<file path="config.mk">
export PLATFORM = sky130hd
export DESIGN_NAME = lcd_char_render
export DESIGN_NICKNAME = d
export VERILOG_FILES = /design/src/rtl/lcd_char_render_pkg.sv /design/src/rtl/lcd_char_render_font_rom.sv /design/src/rtl/lcd_char_render.sv
export SDC_FILE = /design/constraint.sdc
export NUM_CORES = 1
export LEC_CHECK = 0
export CORE_UTILIZATION = 52
export CTS_CLUSTER_SIZE = 25
export DETAILED_ROUTE_END_ITERATION = 12
export PLACE_DENSITY_LB_ADDON = 0.2
export SYNTH_ARGS = -nofsm -noshare
export SYNTH_HDL_FRONTEND = slang
export SYNTH_SLANG_ARGS = --single-unit
</file>
<file path="constraint.sdc">
create_clock -name sys_clk -period 5.35 [get_ports sys_clk]
set_clock_uncertainty 0.2 [all_clocks]
set_input_delay 1.07 -clock sys_clk [delete_from_list [all_inputs] [get_ports sys_clk]]
set_output_delay 1.07 -clock sys_clk [all_outputs]
set_load 0.01 [all_outputs]
</file>
<file path="src/rtl/lcd_char_render_pkg.sv">
// lcd_pkg: shared constants and types for the LCD character renderer.
// Holds panel size, RGB565 colours, font geometry, glyph count and the FSM state type.
// No ports; imported by lcd_char_render and lcd_font_rom.
package lcd_pkg;

   // Panel geometry (10-bit so that start + offset can be compared without wrap)
   localparam logic [9:0]  LCD_W     = 10'd240;
   localparam logic [9:0]  LCD_H     = 10'd320;

   // RGB565 colours
   localparam logic [15:0] FG_COLOR  = 16'h0000;
   localparam logic [15:0] BG_COLOR  = 16'hFFFF;

   // Font geometry
   localparam int          FONT16_H  = 16;
   localparam int          FONT16_W  = 8;
   localparam int          FONT12_H  = 12;
   localparam int          FONT12_W  = 6;

   // Glyph indices 0..GLYPH_NUM-1 map to ASCII 32..126
   localparam logic [6:0]  GLYPH_NUM = 7'd95;

   typedef enum logic [2:0] {
      IDLE,
      FETCH,
      WAIT,
      DRAW,
      DONE
   } state_t;

   // Index of the last glyph row for the selected font (size 1 = 16x8)
   function automatic logic [3:0] last_row(input logic size);
      return size ? 4'(FONT16_H - 1) : 4'(FONT12_H - 1);
   endfunction

   // Index of the last glyph column for the selected font
   function automatic logic [2:0] last_col(input logic size);
      return size ? 3'(FONT16_W - 1) : 3'(FONT12_W - 1);
   endfunction

endpackage

</file>
<file path="src/rtl/lcd_char_render_font_rom.sv">
// lcd_font_rom: synchronous font ROM, 1-cycle read latency, 8-bit row out (bit 7 = leftmost).
// Ports: clk, en (read strobe), size (1 = 16x8, 0 = 12x6), glyph_idx, row -> row_dat.
// Out-of-range glyph index or row reads back 0; row_dat holds while en is low.
module lcd_font_rom
   import lcd_pkg::*;
(
   input  logic       clk,
   input  logic       en,
   input  logic       size,
   input  logic [6:0] glyph_idx,
   input  logic [3:0] row,
   output logic [7:0] row_dat
);

   logic [7:0] rom_d;

   // Bitmaps for ':' (26) and 'r' (82) are the real font image; every other
   // printable glyph except space reads as a hollow cell outline so that the
   // draw path is exercised with a recognisable shape.
   always_comb begin
      rom_d = 8'h00;
      if ((glyph_idx < GLYPH_NUM) && (row <= last_row(size))) begin
         if (size) begin
            case (glyph_idx)
               7'd0:  rom_d = 8'h00;
               7'd26: begin
                  case (row)
                     4'd4, 4'd5, 4'd9, 4'd10: rom_d = 8'h18;
                     default:                 rom_d = 8'h00;
                  endcase
               end
               7'd82: begin
                  case (row)
                     4'd5:               rom_d = 8'hDC;
                     4'd6:               rom_d = 8'h76;
                     4'd7:               rom_d = 8'h66;
                     4'd8, 4'd9, 4'd10:  rom_d = 8'h60;
                     4'd11:              rom_d = 8'hF0;
                     default:            rom_d = 8'h00;
                  endcase
               end
               default: begin
                  if ((row == 4'd1) || (row == 4'd14))
                     rom_d = 8'hFF;
                  else if ((row > 4'd1) && (row < 4'd14))
                     rom_d = 8'h81;
                  else
                     rom_d = 8'h00;
               end
            endcase
         end else begin
            // 6-wide font occupies bits 7..2
            case (glyph_idx)
               7'd0:  rom_d = 8'h00;
               7'd26: begin
                  case (row)
                     4'd3, 4'd4, 4'd8, 4'd9: rom_d = 8'h30;
                     default:                rom_d = 8'h00;
                  endcase
               end
               7'd82: begin
                  case (row)
                     4'd3:       rom_d = 8'hD8;
                     4'd4:       rom_d = 8'h64;
                     4'd5, 4'd6: rom_d = 8'h40;
                     4'd7:       rom_d = 8'hE0;
                     default:    rom_d = 8'h00;
                  endcase
               end
               default: begin
                  if ((row == 4'd1) || (row == 4'd10))
                     rom_d = 8'hFC;
                  else if ((row > 4'd1) && (row < 4'd10))
                     rom_d = 8'h84;
                  else
                     rom_d = 8'h00;
               end
            endcase
         end
      end
   end

   always_ff @(posedge clk) begin
      if (en)
         row_dat <= rom_d;
   end

endmodule

</file>
<file path="src/rtl/lcd_char_render.sv">
// lcd_char_render: draws one font glyph as RGB565 pixel writes over valid/ready.
// Ports: sys_clk/sys_rst (sync, active high); request show_char_flag/ascii_num/start_x/start_y/en_size;
//        status show_char_done/busy; pixel out pix_valid/pix_ready/pix_x/pix_y/pix_color.
// Latency H*(2+W)+1 cycles from capture with pix_ready high; pix_ready low stalls indefinitely.
// Optional macro LCD_CHAR_TRANSPARENT_BG_EN: background cells are skipped like clipped cells.
module lcd_char_render
   import lcd_pkg::*;
(
   input  logic        sys_clk,
   input  logic        sys_rst,
   input  logic        show_char_flag,
   input  logic [6:0]  ascii_num,
   input  logic [8:0]  start_x,
   input  logic [8:0]  start_y,
   input  logic        en_size,
   output logic        show_char_done,
   output logic        busy,
   output logic        pix_valid,
   input  logic        pix_ready,
   output logic [8:0]  pix_x,
   output logic [8:0]  pix_y,
   output logic [15:0] pix_color
);

   state_t     state_q, state_d;
   logic [6:0] idx_q, idx_d;
   logic [8:0] sx_q, sx_d;
   logic [8:0] sy_q, sy_d;
   logic       size_q, size_d;
   logic [3:0] row_q, row_d;
   logic [2:0] col_q, col_d;
   logic [7:0] bmp_q, bmp_d;

   logic       rom_en;
   logic [7:0] rom_dat;
   logic [9:0] x_sum, y_sum;
   logic       clipped, fg_bit, skip;

   lcd_font_rom u_font_rom (
      .clk       (sys_clk),
      .en        (rom_en),
      .size      (size_q),
      .glyph_idx (idx_q),
      .row       (row_q),
      .row_dat   (rom_dat)
   );

   // 10-bit sums so a glyph hanging off the right/bottom edge is detected
   assign x_sum   = {1'b0, sx_q} + {7'b0, col_q};
   assign y_sum   = {1'b0, sy_q} + {6'b0, row_q};
   assign clipped = (x_sum >= LCD_W) || (y_sum >= LCD_H);
   assign fg_bit  = bmp_q[3'd7 - col_q];

   // Skipped cells advance in one cycle with no handshake
`ifdef LCD_CHAR_TRANSPARENT_BG_EN
   assign skip = clipped | ~fg_bit;
`else
   assign skip = clipped;
`endif

   assign pix_valid      = (state_q == DRAW) && !skip;
   assign pix_x          = pix_valid ? x_sum[8:0] : 9'd0;
   assign pix_y          = pix_valid ? y_sum[8:0] : 9'd0;
   assign pix_color      = pix_valid ? (fg_bit ? FG_COLOR : BG_COLOR) : 16'h0000;
   assign show_char_done = (state_q == DONE);
   assign busy           = (state_q != IDLE);

   always_comb begin
      state_d = state_q;
      idx_d   = idx_q;
      sx_d    = sx_q;
      sy_d    = sy_q;
      size_d  = size_q;
      row_d   = row_q;
      col_d   = col_q;
      bmp_d   = bmp_q;
      rom_en  = 1'b0;
      case (state_q)
         IDLE: begin
            if (show_char_flag) begin
               idx_d   = ascii_num;
               sx_d    = start_x;
               sy_d    = start_y;
               size_d  = en_size;
               row_d   = 4'd0;
               col_d   = 3'd0;
               state_d = FETCH;
            end
         end
         FETCH: begin
            rom_en  = 1'b1;
            state_d = WAIT;
         end
         WAIT: begin
            bmp_d   = rom_dat;
            state_d = DRAW;
         end
         DRAW: begin
            // pix_valid is high whenever skip is low, so pix_ready alone means accepted
            if (skip || pix_ready) begin
               if (col_q == last_col(size_q)) begin
                  col_d = 3'd0;
                  if (row_q == last_row(size_q)) begin
                     state_d = DONE;
                  end else begin
                     row_d   = row_q + 4'd1;
                     state_d = FETCH;
                  end
               end else begin
                  col_d = col_q + 3'd1;
               end
            end
         end
         DONE: begin
            state_d = IDLE;
         end
         default: begin
            state_d = IDLE;
         end
      endcase
   end

   always_ff @(posedge sys_clk) begin
      if (sys_rst) begin
         state_q <= IDLE;
         idx_q   <= 7'd0;
         sx_q    <= 9'd0;
         sy_q    <= 9'd0;
         size_q  <= 1'b0;
         row_q   <= 4'd0;
         col_q   <= 3'd0;
         bmp_q   <= 8'd0;
      end else begin
         state_q <= state_d;
         idx_q   <= idx_d;
         sx_q    <= sx_d;
         sy_q    <= sy_d;
         size_q  <= size_d;
         row_q   <= row_d;
         col_q   <= col_d;
         bmp_q   <= bmp_d;
      end
   end

endmodule

</file>
==> reports/metrics.cfg, run 1 <==
[detailed_routing]
wl_um=7350
ant_nets=0
post_drt_via_cell_ratio=5.643
wl_per_cell_um=13.95
first_pass_iters=4
drt-initial-drc-count=158
remaining_drc_errors=0
via_count=2974

[floorplanning]
die-area_um2=6704
die_w_um=81.88
io_pins=67
die_h_um=81.88
core_um2=6026
start_util_pct=55.07
fp-row-count=28

[logic_synthesis]
synth_cells=410
ys_seq_area_share_pct=33.79
ys_ff_latch=52
ys.flop_type=dfxtp_1
synth.largest_area_cell=dfxtp_1
synth_top_area_share_pct=26.55
synthesis.nets=456
synth_area_per_cell_um2=8.093
netlist_top_cells_count=nand2_1, dfxtp_1, a21oi_1, nor2_1
synthTopCellsByArea=dfxtp_1, nand2_1, edfxtp_1, a21oi_1, ha_1
ys_types=63
synthArstFlopShare_pct=0
synth_area_um2=3318
synth-edff-count=8
yosysWarnings=0
synth_most_common_cell=nand2_1

[clock_tree]
htreeDepth=2
cts_tree=yes
ctsHoldBuffers=0
postCtsSetupRepairBufs=0
clk_latency_ns=0.30
cts-root-buf=clkbuf_8
cts_sinks=52
path_clk_slew_ns=0.10
cts_resized=0
numCtsBuffers=5
max-clock-path-buffers=2

[min_path]
hold_path_class=register to register

[setup_path]
worstPathArrival_ns=3.59
crit_slowest_cell=clkdlybuf4s50_1
end_kind=primary output
critPathBufInv=3
cp.required_ns=4.08
cp_max_fo=13
path_delay_family=buffers and inverters
cp-start-kind=register
crit_chain=ha_1 > inv_1 > fa_1 > nand2b_1 > a211oi_2 > nand4bb_1 > a32oi_2 > nand3b_1 > buf_4 > nor3_1 > clkdlybuf4s50_1
critical_path_class=register to primary output
max_stage_delay_ns=0.56

[place]
dpl_cell_area_um2=3897
globalplace.congestion=0.9068
hpwl_um=5605
dp.cells=519
numPortBuffers=65

[sta]
post-route-period-util_pct=90.89
post-route-min-period_ns=4.862
drv_slew=0
relSlewSlack_pct=29.41
finalHoldViolations=0
finalSetupViolCount=0
max_freq_mhz=205.7
worst_pin_slew_ns=1.056
rsz0062_at_grt=no
setup_tns_ns=0
whs_ns=0.2696

[pwr]
vdd_drop_max_mv=0.1734
cellPowerDensity_nw_per_um2=202.4
leakage_nw=1.463

[global_route]
grt_pass1_wl_um=12450
grt_start_max_net_pins=33
antenna_found_initial=0
grtUsageTotal_pct=23.82
overflow=0
grt_pass1_vias=2680

[final_layout]
utilization_pct=66.18
antennaDiodeCount=0
fin_area_um2=3988
nets=497
syn_to_final_growth_pct=20.17
drive_gt1_share_pct=6.637
layout.cells.non_filler=527

[status]
status=complete, no violations

[flow_run]
max_cap_viol_count=0

[area by class of cell]
cell class	instances	area (µm²)
clock buffer	5	68.82
clock inverter	3	21.27
fill	529	2038
inverter	17	63.81
multi-input combinational	305	1931
sequential	52	1121
tap	75	93.84
timing repair buffer	70	688.2
[logic make-up (layout without fill, tap and decap cells)]
logic type | Yosys count | after routing | share of synthesized area [%]
mux | 12 | 12 | 4.525
compound gates | 98 | 98 | 19.87
xor+xnor | 13 | 13 | 3.431
buf+inv | 53 | 95 | 8.032
flops | 52 | 52 | 33.79
fa+ha+maj | 16 | 16 | 6.486
simple gates | 165 | 165 | 23.76
other cells | 1 | 1 | 0.1130
[state kept, by name, indices dropped and copies added (netlist names)]
signal,flops
idx_q,7
u_font_rom.row_dat,8
col_q,3
state_q,3
size_q,1
bmp_q,8
sx_q,9
sy_q,9
row_q,4
[worst min-delay path: cells and delay by family, from the launching register on]
family	cells	cell delay, ns
flip-flops	1	0.32
AO/OA/AOI/OAI	1	0.05
AND/OR/NAND/NOR	1	0.05
[layer usage]
metal	track usage (%)	wire length (µm)	vias to the layer above
li1	-	-	1506
met2	41.07	3570	76
met5	0	0	-
met3	4.000	339	4
met4	3.333	31	0
met1	31.65	3408	1388
[power by group]
part / leakage (nW) / internal (mW) / switching, mW
registers: 0.437 / 0.420 / 0.0216
clock network: 0.0445 / 0.0931 / 0.131
logic: 0.982 / 0.0697 / 0.0726
total: 1.46 / 0.582 / 0.225
[final timing paths]
| path | slack, ns | cells after the start | start | to |
|---|---|---|---|---|
| hold reg to reg | 0.27 | 2 | sx_q[0] | sx_q[0] |
| setup reg to reg | 2.18 | 10 | row_q[0] | col_q[1] |
| hold / removal | 0.27 | 2 | sx_q[0] | sx_q[0] |
| setup / recovery | 0.49 | 11 | row_q[0] | pix_y[3] |
[layout by cell type (no fill, tap or decap), types with 3 or more instances in the layout]
cell and count:
buf_4 5, inv_1 17, nand3_1 5, xor2_1 7, edfxtp_1 8, nand2_1 66, nor2_1 35, nand2b_1 4
o31ai_1 4, clkdlybuf4s50_1 65, dfxtp_1 44, nor3_1 10, xnor2_1 6, and3_1 7, a31oi_1 5, mux2i_1 9
clkbuf_8 5, a211oi_1 9, o21ai_0 13, or3_1 6, nor3b_1 5, a21oi_1 36, ha_1 14, a221oi_1 3
or2_2 4, nor2b_1 7, and2_1 4
[through the flow]
step           setup slack (ns)  power (mW)
3_5_place_dp             0.8082      0.5932
3_3_place_gp             0.9305      0.5896
4_1_cts                  0.4782      0.8147
5_1_grt                 0.08224      0.8472
2_1_floorplan            0.5420      0.5416
6_report                 0.4876      0.8072
Power figures use the tool's default switching activity.
==> run 2: changes to the inputs <==
ABC_CLOCK_PERIOD_IN_PS = 5350   (was not set)
==> results of run 2 <==
The final DEF is identical to that of run 1; final timing and power are the same.
